## config.mk

```make
export PLATFORM = sky130hd
export DESIGN_NAME = instr_fetch
export DESIGN_NICKNAME = d
export VERILOG_FILES = /design/src/rtl/instr_fetch.sv
export SDC_FILE = /design/constraint.sdc
export NUM_CORES = 1
export LEC_CHECK = 0
export CAP_MARGIN = 5
export CORE_MARGIN = 2
export CORE_UTILIZATION = 30
export DETAILED_ROUTE_END_ITERATION = 7
export GPL_TIMING_DRIVEN = 0
export SLEW_MARGIN = 20
export SYNTH_ARGS = -nofsm -noshare
export SYNTH_HDL_FRONTEND = slang
export SYNTH_SLANG_ARGS = --single-unit
```

## constraint.sdc

```tcl
create_clock -name clk -period 6.06 [get_ports clk]
set_input_delay 1.212 -clock clk [delete_from_list [all_inputs] [get_ports clk]]
set_output_delay 1.212 -clock clk [all_outputs]
set_load 0.02 [all_outputs]
```

## src/rtl/instr_fetch.sv

```systemverilog
// instr_fetch: RV32 fetch stage owning the PC, a single-outstanding imem read channel and a small instruction FIFO.
// Optional IFETCH_MISALIGN_TRAP_EN: misaligned redirect targets set a sticky misalign flag and halt fetch.
module instr_fetch #(
    parameter int unsigned           DATA_WIDTH = 32,
    parameter logic [DATA_WIDTH-1:0] RESET_PC   = '0,
    parameter int unsigned           FIFO_DEPTH = 2
) (
    input  logic                  clk,
    input  logic                  rst,
    input  logic                  en,
    output logic                  imem_req,
    output logic [DATA_WIDTH-1:0] imem_addr,
    input  logic                  imem_ready,
    input  logic                  imem_rvalid,
    input  logic [DATA_WIDTH-1:0] imem_rdata,
    output logic                  instr_valid,
    output logic [DATA_WIDTH-1:0] instr,
    output logic [DATA_WIDTH-1:0] instr_pc,
    input  logic                  instr_ready,
    input  logic                  redirect,
    input  logic [DATA_WIDTH-1:0] redirect_pc,
    output logic                  misalign
);

    localparam int unsigned CNT_W = $clog2(FIFO_DEPTH + 1);
    localparam int unsigned IDX_W = $clog2(FIFO_DEPTH);

    typedef enum logic [1:0] {
        IDLE = 2'd0,
        WAIT = 2'd1,
        DROP = 2'd2
    } state_t;

    state_t                  state;
    state_t                  state_nxt;
    logic [DATA_WIDTH-1:0]   fetch_pc;
    logic [DATA_WIDTH-1:0]   pend_pc;
    logic [DATA_WIDTH-1:0]   target_pc;
    logic [CNT_W-1:0]        count;
    logic [CNT_W-1:0]        count_nxt;
    logic [IDX_W-1:0]        wr_idx;
    logic [DATA_WIDTH-1:0]   fifo_instr     [FIFO_DEPTH];
    logic [DATA_WIDTH-1:0]   fifo_instr_nxt [FIFO_DEPTH];
    logic [DATA_WIDTH-1:0]   fifo_pc        [FIFO_DEPTH];
    logic [DATA_WIDTH-1:0]   fifo_pc_nxt    [FIFO_DEPTH];
    logic [FIFO_DEPTH-1:0]   fifo_vld;
    logic [FIFO_DEPTH-1:0]   fifo_vld_nxt;
    logic                    outstanding;
    logic                    accept;
    logic                    push;
    logic                    pop;
    logic                    misalign_q;

    assign target_pc   = {redirect_pc[DATA_WIDTH-1:2], 2'b00};
    assign outstanding = (state != IDLE);
    assign accept      = imem_req & imem_ready;
    assign push        = (state == WAIT) & imem_rvalid & ~redirect;
    assign pop         = fifo_vld[0] & instr_ready & ~redirect;

    assign imem_addr   = fetch_pc;
    assign instr_valid = fifo_vld[0];
    assign instr       = fifo_instr[0];
    assign instr_pc    = fifo_pc[0];
    assign misalign    = misalign_q;

    // FSM state register
    always_ff @(posedge clk or posedge rst) begin
        if (rst) begin
            state <= IDLE;
        end else begin
            state <= state_nxt;
        end
    end

    // FSM next state; a response arriving together with a redirect is simply dropped
    always_comb begin
        state_nxt = state;
        case (state)
            IDLE: if (accept) state_nxt = WAIT;
            WAIT: begin
                if (imem_rvalid) begin
                    state_nxt = IDLE;
                end else if (redirect) begin
                    state_nxt = DROP;
                end
            end
            DROP: if (imem_rvalid) state_nxt = IDLE;
            default: state_nxt = IDLE;
        endcase
    end

    // FSM output: request only when a FIFO slot is free for the response
    always_comb begin
        imem_req = 1'b0;
        if (en && !redirect && !misalign_q && !outstanding && (count < CNT_W'(FIFO_DEPTH))) begin
            imem_req = 1'b1;
        end
    end

    // PC tracking
    always_ff @(posedge clk or posedge rst) begin
        if (rst) begin
            fetch_pc <= RESET_PC;
            pend_pc  <= '0;
        end else if (redirect) begin
            fetch_pc <= target_pc;
        end else if (accept) begin
            pend_pc  <= fetch_pc;
            fetch_pc <= fetch_pc + DATA_WIDTH'(4);
        end
    end

    // Shift-register FIFO: entry 0 is the head so outputs come straight from flops; empty slots hold zero
    always_comb begin
        fifo_instr_nxt = fifo_instr;
        fifo_pc_nxt    = fifo_pc;
        fifo_vld_nxt   = fifo_vld;
        count_nxt      = count;
        wr_idx         = pop ? IDX_W'(count - CNT_W'(1)) : IDX_W'(count);
        if (redirect) begin
            fifo_instr_nxt = '{default: '0};
            fifo_pc_nxt    = '{default: '0};
            fifo_vld_nxt   = '0;
            count_nxt      = '0;
        end else begin
            if (pop) begin
                for (int unsigned i = 0; i < FIFO_DEPTH - 1; i++) begin
                    fifo_instr_nxt[i] = fifo_instr[i + 1];
                    fifo_pc_nxt[i]    = fifo_pc[i + 1];
                end
                fifo_instr_nxt[FIFO_DEPTH-1] = '0;
                fifo_pc_nxt[FIFO_DEPTH-1]    = '0;
                fifo_vld_nxt                 = fifo_vld >> 1;
            end
            if (push) begin
                fifo_instr_nxt[wr_idx] = imem_rdata;
                fifo_pc_nxt[wr_idx]    = pend_pc;
                fifo_vld_nxt[wr_idx]   = 1'b1;
            end
            count_nxt = count + CNT_W'(push) - CNT_W'(pop);
        end
    end

    always_ff @(posedge clk or posedge rst) begin
        if (rst) begin
            fifo_instr <= '{default: '0};
            fifo_pc    <= '{default: '0};
            fifo_vld   <= '0;
            count      <= '0;
        end else begin
            fifo_instr <= fifo_instr_nxt;
            fifo_pc    <= fifo_pc_nxt;
            fifo_vld   <= fifo_vld_nxt;
            count      <= count_nxt;
        end
    end

`ifdef IFETCH_MISALIGN_TRAP_EN
    // Sticky trap flag; only reset clears it
    always_ff @(posedge clk or posedge rst) begin
        if (rst) begin
            misalign_q <= 1'b0;
        end else if (redirect && (redirect_pc[1:0] != 2'b00)) begin
            misalign_q <= 1'b1;
        end
    end
`else
    logic unused_lsb;
    assign misalign_q = 1'b0;
    assign unused_lsb = ^redirect_pc[1:0];
`endif

endmodule

```

==> flow_metrics.tcl, run 1 <==
set metrics [dict create \
    run_status "finished clean" \
    timing.critical_path.cells "buf_2, or2_1, buf_2, nor4b_1, clkdlybuf4s50_1" \
    hold_viol_final 0 \
    ys_async_sr_fraction_pct 100 \
    syn2layout_area_growth_pct 29.6 \
    worst-setup-path-type "in -> out" \
    grt.overflow.total 0 \
    synth.avg_cell_area_um2 9.57 \
    detailed_place_hpwl_um 21600 \
    first_iter_violations 683 \
    max_freq_mhz 236 \
    final_layout_size_suffix_gt1_share_pct 16.7 \
    drt_pass1_iterations 5 \
    io_pins 170 \
    synth-edff-count 0 \
    cts-root-buf "clkbuf_16" \
    power.share.sequential_pct 49.3 \
    dieArea_mm2 0.0338 \
    setup-violations-final 0 \
    layout_worst_path_cycle_share_pct 69.9 \
    numCtsBuffers 17 \
    grt_pass1_vias 8269 \
    share_of_total_power_in_the_clock_network_pct 37.2 \
    worst_path_dominant_cell_family "buffers and inverters" \
    fin_worst_skew_ns 0.00943 \
    rows 65 \
    wl_um 29400 \
    post_cts_buffers 0 \
    initial_core_util_pct 30.6 \
    die_height_um 184 \
    p_int_mw 2.12 \
    synth_cell_types 58 \
    timing.critical_path.arrival_ns 3.02 \
    cts-htree-levels 4 \
    cell_seen_most_often_among_critical_path_stages "buf_2" \
    die_width_um 184 \
    detail-route-antenna-nets 0 \
    globalplace.congestion 0.900 \
    route.vias.total 8309 \
    power.net_switching_mw 0.844 \
    timing.critical_path.required_ns 4.85 \
    clkLatencyLatePin_ns 0.44 \
    layout_min_cycle_time_ns 4.24 \
    worst_ir_drop_vdd_mv 0.199 \
    yosys_register_bits 194 \
    count_of_input_and_output_buffers 163 \
    tritoncts "yes" \
    mappedNetlistArea_mm2 0.00970 \
    worst_setup_hold_path_clk_slew_ns 0.07 \
    total_power_mw 2.97 \
    cts.sink_count 194 \
    postCtsHoldBufs 0 \
    rsz_0062_raised_after_global_routing "false" \
    power.combinational.fraction_pct 13.4 \
    synthesis.instances 1014 \
    total_leakage_power_nw 5.34 \
    grt_use_total_pct 17.7 \
    grt_pass1_wl_um 46500 \
    avgViaCountPerCell 5.13 \
    post_cts_resize_count 0 \
    sw_frac_of_total_pct 28.5 \
    end_kind "output pin" \
    placement_stage_worst_setup_slack_ns 1.86 \
    diodes 0 \
    cp_slowest_stage_delay_ns 0.69 \
    tns_ns 0 \
    post-route-drc-count 0 \
    path_buf_inv 3 \
    worst-path-max-fanout 10 \
    max_cap_viol_count 0 \
    timing_worst_slew_pin_value_ns 0.772 \
    nets 1278 \
    power.density_mw_per_mm2 236 \
    yosysSeqAreaShare_pct 50.0 \
    core_area_mm2 0.0317 \
    finish.cell_count_without_fillers 1620 \
    dp_cells 1588 \
    critical-path-slowest-cell "clkdlybuf4s50_1" \
    timing_max_transition_violations_final 0 \
    synthFlopType "dfrtp_1" \
    wl_per_cell_um 18.1 \
    final_critical_path_setup_slack_ns 1.82 \
    worst_setup_path_start_kind "input port" \
    hp-class "reg -> reg" \
    number_of_antenna_violations_at_the_first_check_in_global_routing 0 \
    yosys_warnings 0 \
    maximum_number_of_pins_on_one_net_before_global_route_repair 34 \
    rel_slew_slack_pct 48.5 \
    ctsLongestPathBuffers 2 \
]
-- placed cells by master, fill, tap and decap left out, types with 5 or more instances in the layout --
master             n
o21ai_0           14
a221o_1            5
buf_4             69
nor2_1           132
a311oi_2          39
buf_2             30
nand3_1           22
a311oi_1          23
nand2_1          227
or4_1              6
clkdlybuf4s50_1  163
a22oi_1           67
and3_1             8
o311ai_0          10
nor3_1            12
inv_1             12
and4_1             6
buf_12             5
dfrtp_1          194
o311ai_1          10
clkbuf_16         17
buf_6             12
clkbuf_1          37
a21oi_1            5
nand4_1           14
-- final timing paths --
path                               from            end  slack [ns]  depth (start not counted)
hold reg to reg              fifo_pc[0]     fifo_pc[0]        0.50                          2
setup reg to reg           imem_addr[2]  imem_addr[26]        3.79                          5
setup / recovery               redirect       imem_req        1.82                          5
max in group asynchronous           rst    fifo_pc[16]        3.71                          6
hold / removal               fifo_pc[0]     fifo_pc[0]        0.50                          2
min in group asynchronous           rst       instr[6]        1.19                          2
-- logic make-up after synthesis --
family                     Yosys count  share of synthesized area [%]
buffers and inverters              160                           10.2
adders and majority gates            2                          0.258
and+or+nand+nor                    454                           20.2
DFF                                194                           50.0
other                                1                         0.0386
AOI/OAI and AO/OA                  196                           18.6
muxes                                5                          0.542
xor gates and xnor gates             2                          0.181
-- synth_stat cells (8+ instances only) --
library cell,instances,area [um^2]
buf_2,30,150
nor3_1,12,60.1
o311ai_0,10,87.6
o311ai_1,10,87.6
inv_1,13,48.8
a311oi_1,23,201
and3_1,8,50.1
dfrtp_1,194,4850
clkbuf_1,35,131
buf_4,69,518
a22oi_1,67,503
nand3_1,22,110
nand4_1,14,87.6
a311oi_2,39,586
nand2_1,227,852
nor2_1,132,495
buf_6,12,135
o21ai_0,14,70.1
-- final cells by class --
class	instances	area, um^2
fill	3160	19100
sequential	194	4850
multi-input combinational	662	3880
timing repair buffer	170	1790
buffer	147	940
tap	402	503
clock buffer	19	433
clock inverter	13	129
inverter	13	52.6
-- state kept, by name (all words and copies together) (netlist names) --
register	flops
imem_addr	30
instr_pc	32
fifo_vld	2
instr	32
count	2
pend_pc	30
fifo_pc	32
fifo_instr	32
state	2
-- worst min-delay path: stages, from the launching register on --
cell and delay, ns:
dfrtp_1 0.38, inv_1 0.05, nor2_1 0.04
-- per-stage QoR --
stage	hold WS (ns)	util, %	instance area [um^2]
CTS	0.498	39.6	12600
floorplan	0.469	-	9720
global route	0.507	39.6	12600
finish	0.496	39.6	12600
detailed placement	0.487	37.9	12000
global placement	0.485	37.4	11900
-- power groups by stage --
| stage | clock, mW | combinational, mW | sequential [mW] |
|---|---|---|---|
| floorplan | 0 | 0.193 | 1.47 |
| global placement | 0 | 0.384 | 1.49 |
| detailed placement | 0 | 0.399 | 1.49 |
| CTS | 1.13 | 0.403 | 1.46 |
| global route | 1.19 | 0.438 | 1.48 |
| finish | 1.11 | 0.399 | 1.46 |
-- metal layers --
layer	wire [um]	track usage [%]
met5	0	0
met4	329	4.06
met3	1900	3.41
met1	13700	25.3
met2	13400	27.6
Note: power is estimated with default switching activity, not from simulation.
==> run 2: changes to the inputs <==
- clock period: 6.06 -> 3.56 ns (I/O delays scaled with it)
==> results of run 2 <==
The final DEF is identical to that of run 1. Status: finished clean.
Main changes from that run: setup slack after placement 1.86 ns -> 0.360 ns; setup slack after layout 1.82 ns -> 0.324 ns; register-to-register setup slack 3.79 ns -> 1.29 ns; total power 2.97 mW -> 5.05 mW; worst IR drop on VDD 0.199 mV -> 0.339 mV
